<file path="src/rtl/deser_queue_param.sv">
// deser_queue_param: serial-to-parallel receiver feeding a DEPTH-entry
// circular word queue. Bits arrive on rising edges of write_in, words are
// popped on rising edges of dequeue_in. A completed word that finds the
// queue full is held (status_out low) until a pop frees a slot.
module deser_queue_param #(
  parameter int WIDTH     = 8,
  parameter int DEPTH     = 8,
  parameter bit LSB_FIRST = 1'b1,
  localparam int LW       = $clog2(DEPTH + 1)
) (
  input  logic             clock,
  input  logic             reset,
  input  logic             data_in,
  input  logic             write_in,
  output logic             status_out,
  input  logic             dequeue_in,
  output logic [WIDTH-1:0] data_out,
  output logic [LW-1:0]    len_out,
  output logic             overflow_out
);

  localparam int BW = $clog2(WIDTH);
  localparam int PW = $clog2(DEPTH);
  localparam logic [BW-1:0] LAST_BIT = BW'(WIDTH - 1);
  localparam logic [PW-1:0] LAST_PTR = PW'(DEPTH - 1);
  localparam logic [LW-1:0] FULL_LEN = LW'(DEPTH);

  typedef enum logic {RECV = 1'b0, PUSH = 1'b1} state_e;

  state_e           state_q, state_d;
  logic             write_q, deq_q;
  logic             status_q, status_d;
  logic             overflow_q, overflow_d;
  logic [BW-1:0]    bit_cnt_q, bit_cnt_d;
  logic [WIDTH-1:0] shift_q, shift_d;
  logic [PW-1:0]    wr_ptr_q, wr_ptr_d;
  logic [PW-1:0]    rd_ptr_q, rd_ptr_d;
  logic [LW-1:0]    len_q, len_d;
  logic [WIDTH-1:0] mem [DEPTH];

  logic wr_stb, deq_stb, capture, last_bit, full, push, pop;

  // Strobe decode and queue-side qualifiers shared by both comb processes.
  always_comb begin
    wr_stb   = write_in & ~write_q;
    deq_stb  = dequeue_in & ~deq_q;
    // status_q is only high in RECV, so it alone gates bit capture; this
    // also rejects a strobe landing on the first edge after reset.
    capture  = wr_stb & status_q;
    last_bit = capture && (bit_cnt_q == LAST_BIT);
    full     = (len_q == FULL_LEN);
    // A full queue still accepts the held word when a pop frees a slot
    // in the same cycle.
    push     = (state_q == PUSH) && (!full || deq_stb);
    pop      = deq_stb && (len_q != '0);
  end

  // FSM state register.
  always_ff @(posedge clock) begin
    if (reset) state_q <= RECV;
    else       state_q <= state_d;
  end

  // FSM next state: leave RECV on the last bit, leave PUSH once written.
  always_comb begin
    state_d = state_q;
    case (state_q)
      RECV:    if (last_bit) state_d = PUSH;
      PUSH:    if (push)     state_d = RECV;
      default: state_d = RECV;
    endcase
  end

  // FSM outputs and datapath next-state values.
  always_comb begin
    status_d   = (state_d == RECV);
    overflow_d = overflow_q | (wr_stb & ~status_q);
    bit_cnt_d  = bit_cnt_q;
    shift_d    = shift_q;
    wr_ptr_d   = wr_ptr_q;
    rd_ptr_d   = rd_ptr_q;
    len_d      = len_q;

    if (capture) begin
      bit_cnt_d = last_bit ? '0 : bit_cnt_q + BW'(1);
      // Shifting in from the far end places the i-th received bit at
      // word[i] (LSB first) or word[WIDTH-1-i] (MSB first) after WIDTH bits.
      if (LSB_FIRST) shift_d = {data_in, shift_q[WIDTH-1:1]};
      else           shift_d = {shift_q[WIDTH-2:0], data_in};
    end

    if (push) wr_ptr_d = (wr_ptr_q == LAST_PTR) ? '0 : wr_ptr_q + PW'(1);
    if (pop)  rd_ptr_d = (rd_ptr_q == LAST_PTR) ? '0 : rd_ptr_q + PW'(1);

    case ({push, pop})
      2'b10:   len_d = len_q + LW'(1);
      2'b01:   len_d = len_q - LW'(1);
      default: len_d = len_q;
    endcase
  end

  // Control and datapath registers with synchronous reset.
  always_ff @(posedge clock) begin
    if (reset) begin
      write_q    <= 1'b0;
      deq_q      <= 1'b0;
      status_q   <= 1'b0;
      overflow_q <= 1'b0;
      bit_cnt_q  <= '0;
      shift_q    <= '0;
      wr_ptr_q   <= '0;
      rd_ptr_q   <= '0;
      len_q      <= '0;
    end else begin
      write_q    <= write_in;
      deq_q      <= dequeue_in;
      status_q   <= status_d;
      overflow_q <= overflow_d;
      bit_cnt_q  <= bit_cnt_d;
      shift_q    <= shift_d;
      wr_ptr_q   <= wr_ptr_d;
      rd_ptr_q   <= rd_ptr_d;
      len_q      <= len_d;
    end
  end

  // Queue storage; contents need no reset because len gates visibility.
  always_ff @(posedge clock) begin
    if (push) mem[wr_ptr_q] <= shift_q;
  end

  // Head word is read asynchronously so a word is visible in the same
  // cycle len_out reports it.
  assign data_out     = (len_q != '0) ? mem[rd_ptr_q] : '0;
  assign len_out      = len_q;
  assign status_out   = status_q;
  assign overflow_out = overflow_q;

endmodule
</file>
<file path="config.mk">
export PLATFORM = sky130hd
export DESIGN_NAME = deser_queue_param
export DESIGN_NICKNAME = d
export VERILOG_FILES = /design/src/rtl/deser_queue_param.sv
export SDC_FILE = /design/constraint.sdc
export NUM_CORES = 1
export LEC_CHECK = 0
export BUFFER_PORTS_ARGS = -buffer_cell sky130_fd_sc_hd__buf_2
export CORE_ASPECT_RATIO = 1.2
export CORE_MARGIN = 1
export CORE_UTILIZATION = 35
export CTS_CLUSTER_DIAMETER = 120
export CTS_CLUSTER_SIZE = 24
export DETAILED_ROUTE_END_ITERATION = 16
export PLACE_DENSITY_LB_ADDON = 0.1
export SETUP_SLACK_MARGIN = 0.5
export SYNTH_ARGS = -nofsm -noshare
export SYNTH_HDL_FRONTEND = slang
export SYNTH_SLANG_ARGS = --single-unit
</file>
<file path="constraint.sdc">
create_clock -name clock -period 3.6 [get_ports clock]
set_input_delay 0.36 -clock clock [delete_from_list [all_inputs] [get_ports clock]]
set_output_delay 0.36 -clock clock [all_outputs]
set_load 0.005 [all_outputs]
</file>
# Word level (Yosys, flattened, before mapping)
# Memory sizes are Yosys's and may differ from the RTL's. A register that Yosys moved wholly into a read port is not among the register bits.
# Index checks and enable logic that the tools add are counted.
# word_totals
out_inout_bits	14
reg_bits	26
n_memories	1
ramBits	64
input_bits	5
# mem_list
memory	depth	word_bits	read_ports	rd_ports_with_merged_regs	wr	line	rtl
mem	8	8	1	1	1	39	logic [WIDTH-1:0] mem [DEPTH];
# classes
reduce_logical	7
eq_ne	6
muxes	12
addsub	5
bitwise	10
# ops
operator	n
two-way mux 3 bit	5
adder 3 x 1 -> 3 bit (second input constant)	3
== test 3 bit (second input constant)	3
two-way mux 8 bit	1
one-hot mux 4 bit (2 select lines)	1
NOT 1 bit	5
adder 4 x 1 -> 4 bit (second input constant)	1
bitwise AND 1 bit	4
== test 4 bit (second input constant)	1
two-way mux 1 bit	4
nonzero test 4 bit	1
subtractor 4 x 1 -> 4 bit (second input constant)	1
logical AND 1 bit	3
== test 2 x 1 -> 1 bit (second input constant)	1
== test 2 bit (second input constant)	1
one-hot mux 1 bit (2 select lines)	1
nonzero test 2 bit	1
zero test 1 bit	1
logical OR 1 bit	1
bitwise OR 1 bit	1

# Longest topological paths before layout
# depth
depth_word	7
mapped_depth	11
ltp_nobuf	10

# Worst setup path before layout
# Ideal clock, no wire load.
# synth_timing
path_type	register to register
start	register len_q[0] (netlist: len_out[0])
end	register len_q[2] (netlist: len_out[2])
setup_ns	0.070
t_required_ns	3.530
n_path_buf	0
synth_period_minus_slack_ns	2.184
path_stages_with_launch	11
arrival_ns	2.113
setup_slack_ns	1.416
cell_sequence	dfxtp_1 > nor3_4 > a31oi_4 > inv_1 > ha_1 > xor2_1 > ha_1 > a21oi_1 > xor2_1 > or3_1 > a21oi_1
# synth_via
elab_chain_cells	6
# synth_lines
item	line	rtl
start, declared	38	logic [LW-1:0] len_q, len_d;
start signal, assigned	123	len_q <= len_d;
== test 4 bit	51	full = (len_q == FULL_LEN);
zero test 1 bit	54	push = (state_q == PUSH) && (!full || deq_stb);
logical OR 1 bit	54	
logical AND 1 bit	54	
== test 2 x 1 -> 1 bit / == test 2 bit (equally long branches)	95	case ({push, pop})
one-hot mux 4 bit (2 select lines) / nonzero test 2 bit (equally long branches)	n/a	
# Parallel ways exist; a longest one is shown, timed or not.
# A chain may end at the register's enable or synchronous reset.

# Worst setup path in the final report
# layout_timing
start	register len_q[1] (netlist: len_out[1])
end	register len_q[2] (netlist: len_out[2])
# The elaborated chain is that of the path after synthesis.

==> flow_metrics.py <==
metrics = {
    "die": {
        "floorplan.io_pins": 19,
        "die_height_um": 116,
        "start_util": 0.359,
        "fp.dieW_um": 96.8,
        "dieArea_um2": 11200,
        "placement_rows": 41,
        "core_area_um2": 10500,
    },
    "sta": {
        "finalSetupViolations": 0,
        "max_slew.worst_pin.slew_ps": 1020,
        "fmaxAchievable_mhz": 399,
        "grt_setup_unrepaired": "false",
        "fin_skew_ps": 8.36,
        "worst_slack_setup_final_ps": 1090,
        "report.final.slew_viol_count": 0,
        "max_slew_margin": 0.320,
        "timing.setup.tns_ps": 0,
        "period_needed_ps": 2510,
        "smallest_hold_slack_ps": 254,
        "final_hold_viols": 0,
        "timing.final.crit_share": 0.697,
    },
    "grt": {
        "grt-ovfl-total": 0,
        "grtUsageTotal": 0.138,
        "grt_pass1_vias": 2082,
        "grt_antenna_before_repair": 0,
        "grt_first_pass_wirelength_mm": 11.3,
        "grt_max_degree": 28,
    },
    "worst_setup_path": {
        "worst_setup_start_kind": "flip-flop",
        "capturing_element_of_the_worst_setup_path": "len_out[2]",
        "worstSetupStartpoint": "len_out[1]",
        "r2r_end": "len_out[2]",
        "worst_setup_end_kind": "flip-flop",
        "ff2ff_path_depth": 10,
        "timing_worst_setup_path_type": "reg2reg",
        "critPathArrivalTime_ps": 2780,
        "required_arrival_time_at_the_worst_endpoint_ps": 3870,
        "regToRegSetupSlack_ps": 1090,
        "worstPathMaxFanout": 12,
        "crit-reg2reg-launch": "len_out[1]",
    },
    "detailed_routing": {
        "routed_via_density": 5.02,
        "drt_iter0_markers": 69,
        "wl_per_instance_um": 17.5,
        "post_detailed_routing_wire_length_mm": 7.16,
        "detailed_route_via_count": 2054,
        "post-route-drc-count": 0,
        "antenna_violating_nets_post_route": 0,
        "detail_route.first_pass.iterations": 5,
    },
    "finish": {
        "antenna-diode-count": 0,
        "fraction_of_final_layout_cells_sized_beyond_drive_strength_1": 0.204,
        "areaGrowthSynthToFinish_pct": 13.8,
        "design.final.nets": 289,
    },
    "yosys": {
        "postSynthAreaPerCell_um2": 15.2,
        "postSynthRegisterBits": 93,
        "synth.yosys.seq_area_share": 0.662,
        "synth_top_cell_by_area": "edfxtp_1",
        "syn_area_um2": 3780,
        "yosysWarnings": 0,
        "synth.top_cells.by_area": "edfxtp_1, dfxtp_1, mux4_2, mux4_1, mux2i_1",
        "syn-instance-count": 249,
        "synth_top_area_frac": 0.509,
        "postSynthNetCount": 263,
        "synth_cell_types": 34,
    },
    "placed_design": {
        "finalWeightedCongestion": 0.739,
        "detailed_place_hpwl_mm": 4.37,
        "place_ws_ps": 1070,
        "port-buffer-count": 18,
    },
    "clocking": {
        "cts.path.max_buffers": 2,
        "number_of_buffers_added_for_setup_after_cts": 0,
        "numClockSinks": 93,
        "number_of_gates_given_a_new_drive_strength_after_cts": 0,
        "tritoncts": "done",
        "cts_made_buffers": 9,
        "cts_hold_repair.buffers": 0,
        "path_clk_slew_ps": 60,
        "cts_max_level": 3,
        "clock_insertion_delay_worst_skew_ps": 340,
        "cts.root.buffer_cell": "clkbuf_16",
    },
    "job": {
        "cap_violations": 0,
    },
    "hold_path": {
        "worstHoldPathType": "in2reg",
    },
    "power": {
        "power_report.internal_total_uw": 1600,
        "pwr-share-comb": 0.011,
        "p_sw_frac": 0.202,
        "report.power.total_uw": 2010,
        "p_clk_frac": 0.423,
        "power_leakage_uw": 0.00147,
        "powerDensity_nw_per_um2": 467,
        "sequentialPowerShare": 0.566,
        "power.net_switching_uw": 406,
        "worst_ir_drop_vdd_mv": 0.215,
    },
    "status": {
        "outcome": "completed",
    },
}
-- cells in the mapped netlist --
cell / n
xor2_1: 3
mux4_2: 10
nand2_1: 24
ha_1: 9
nor3_4: 1
nor4_4: 1
nor4_1: 3
nand3b_1: 4
clkbuf_1: 3
mux2_2: 1
inv_1: 2
nor3b_1: 2
nand3_1: 2
a31oi_4: 1
mux4_1: 6
nor3_1: 5
edfxtp_1: 64
nand2b_1: 3
a32o_1: 1
buf_6: 1
dfxtp_1: 29
o21ai_0: 5
and3_1: 2
a21oi_1: 17
buf_2: 2
buf_1: 2
nor2b_1: 4
buf_12: 1
mux2i_1: 12
nor2_1: 23
o22ai_1: 1
buf_4: 3
or3_1: 1
and3b_1: 1
-- layer usage --
layer / track usage / wire length [µm] / vias up
li1: - / - / 995
met1: 0.177 / 3330 / 1022
met2: 0.225 / 3510 / 26
met3: 0.0253 / 157 / 11
met4: 0.0736 / 172 / 0
met5: 0 / 0 / -
-- cells in the final DEF (no fill, tap or decap), types with 2 or more instances in the layout --
master and instances:
edfxtp_1 64, dfxtp_1 29, nand2_1 24, nor2_1 23, buf_2 18, a21oi_1 17, mux2i_1 12, mux4_2 10
ha_1 9, clkbuf_16 9, buf_4 9, mux4_1 6, nor3_1 5, o21ai_0 5, nand3b_1 4, nor2b_1 4
nand2b_1 3, xor2_1 3, nor4_2 3, clkinvlp_4 3, clkinv_1 3, inv_1 2, nand3_1 2, and3_1 2
nor3b_1 2
-- metrics by stage --
step | instance area (µm²) | util | instances
3_3_place_gp | 4030 | 0.383 | 393
2_1_floorplan | 3780 | - | 249
3_5_place_dp | 4030 | 0.383 | 393
4_1_cts | 4300 | 0.409 | 409
6_report | 4300 | 0.409 | 409
5_1_grt | 4300 | 0.409 | 409
-- cell families after synthesis --
logic type                 share of synthesized area
AOI/OAI and AO/OA                             0.0391
and+or+nand+nor                                0.102
xor gates and xnor gates                     0.00696
DFF                                            0.662
adders and majority gates                     0.0298
buffers and inverters                         0.0238
muxes                                          0.136
-- power groups by stage --
stage | Combinational, µW | Sequential, µW | Clock, µW
global placement | 20.9 | 1160 | 0
CTS | 21.5 | 1140 | 869
global route | 23.7 | 1140 | 910
detailed placement | 21.4 | 1160 | 0
finish | 21.1 | 1140 | 850
floorplan | 14.0 | 1160 | 0
-- final cells by class --
class                   count  area, µm²
flip-flops and latches     93       2500
fillers                   975       6220
repair buffers             27        158
well taps                 129        161
clock inverters             7       42.5
inverters                   2       7.51
multi-input cells         142       1200
clock buffers               9        225
-- critical path, cell delays in order, from the launching register on --
cell     delay (ps)
dfxtp_1         580
nor4_4           80
buf_4           200
nor2_1          270
ha_1            320
xor2_1          170
ha_1            160
a21oi_1          50
xor2_1          170
or3_1           300
a21oi_1         130
-- worst min-delay path by stage --
stage	startpoint	to	slack, ps	cells after the start
detailed placement	bit_cnt_q[1]	bit_cnt_q[1]	450	2
finish	dequeue_in	deq_q	250	2
CTS	dequeue_in	deq_q	240	2
floorplan	bit_cnt_q[1]	bit_cnt_q[1]	440	2
global route	dequeue_in	deq_q	270	2
global placement	bit_cnt_q[2]	bit_cnt_q[2]	450	2
-- sequential cells by signal (all words and copies together), names as in the netlist, named ones only --
signal and flops:
shift_q 8, state_q 1, mem 64, overflow_out 1, rd_ptr_q 3, len_out 4
wr_ptr_q 3, bit_cnt_q 3, status_out 1, deq_q 1, write_q 1
No activity file was read; power rests on OpenSTA's default activity.
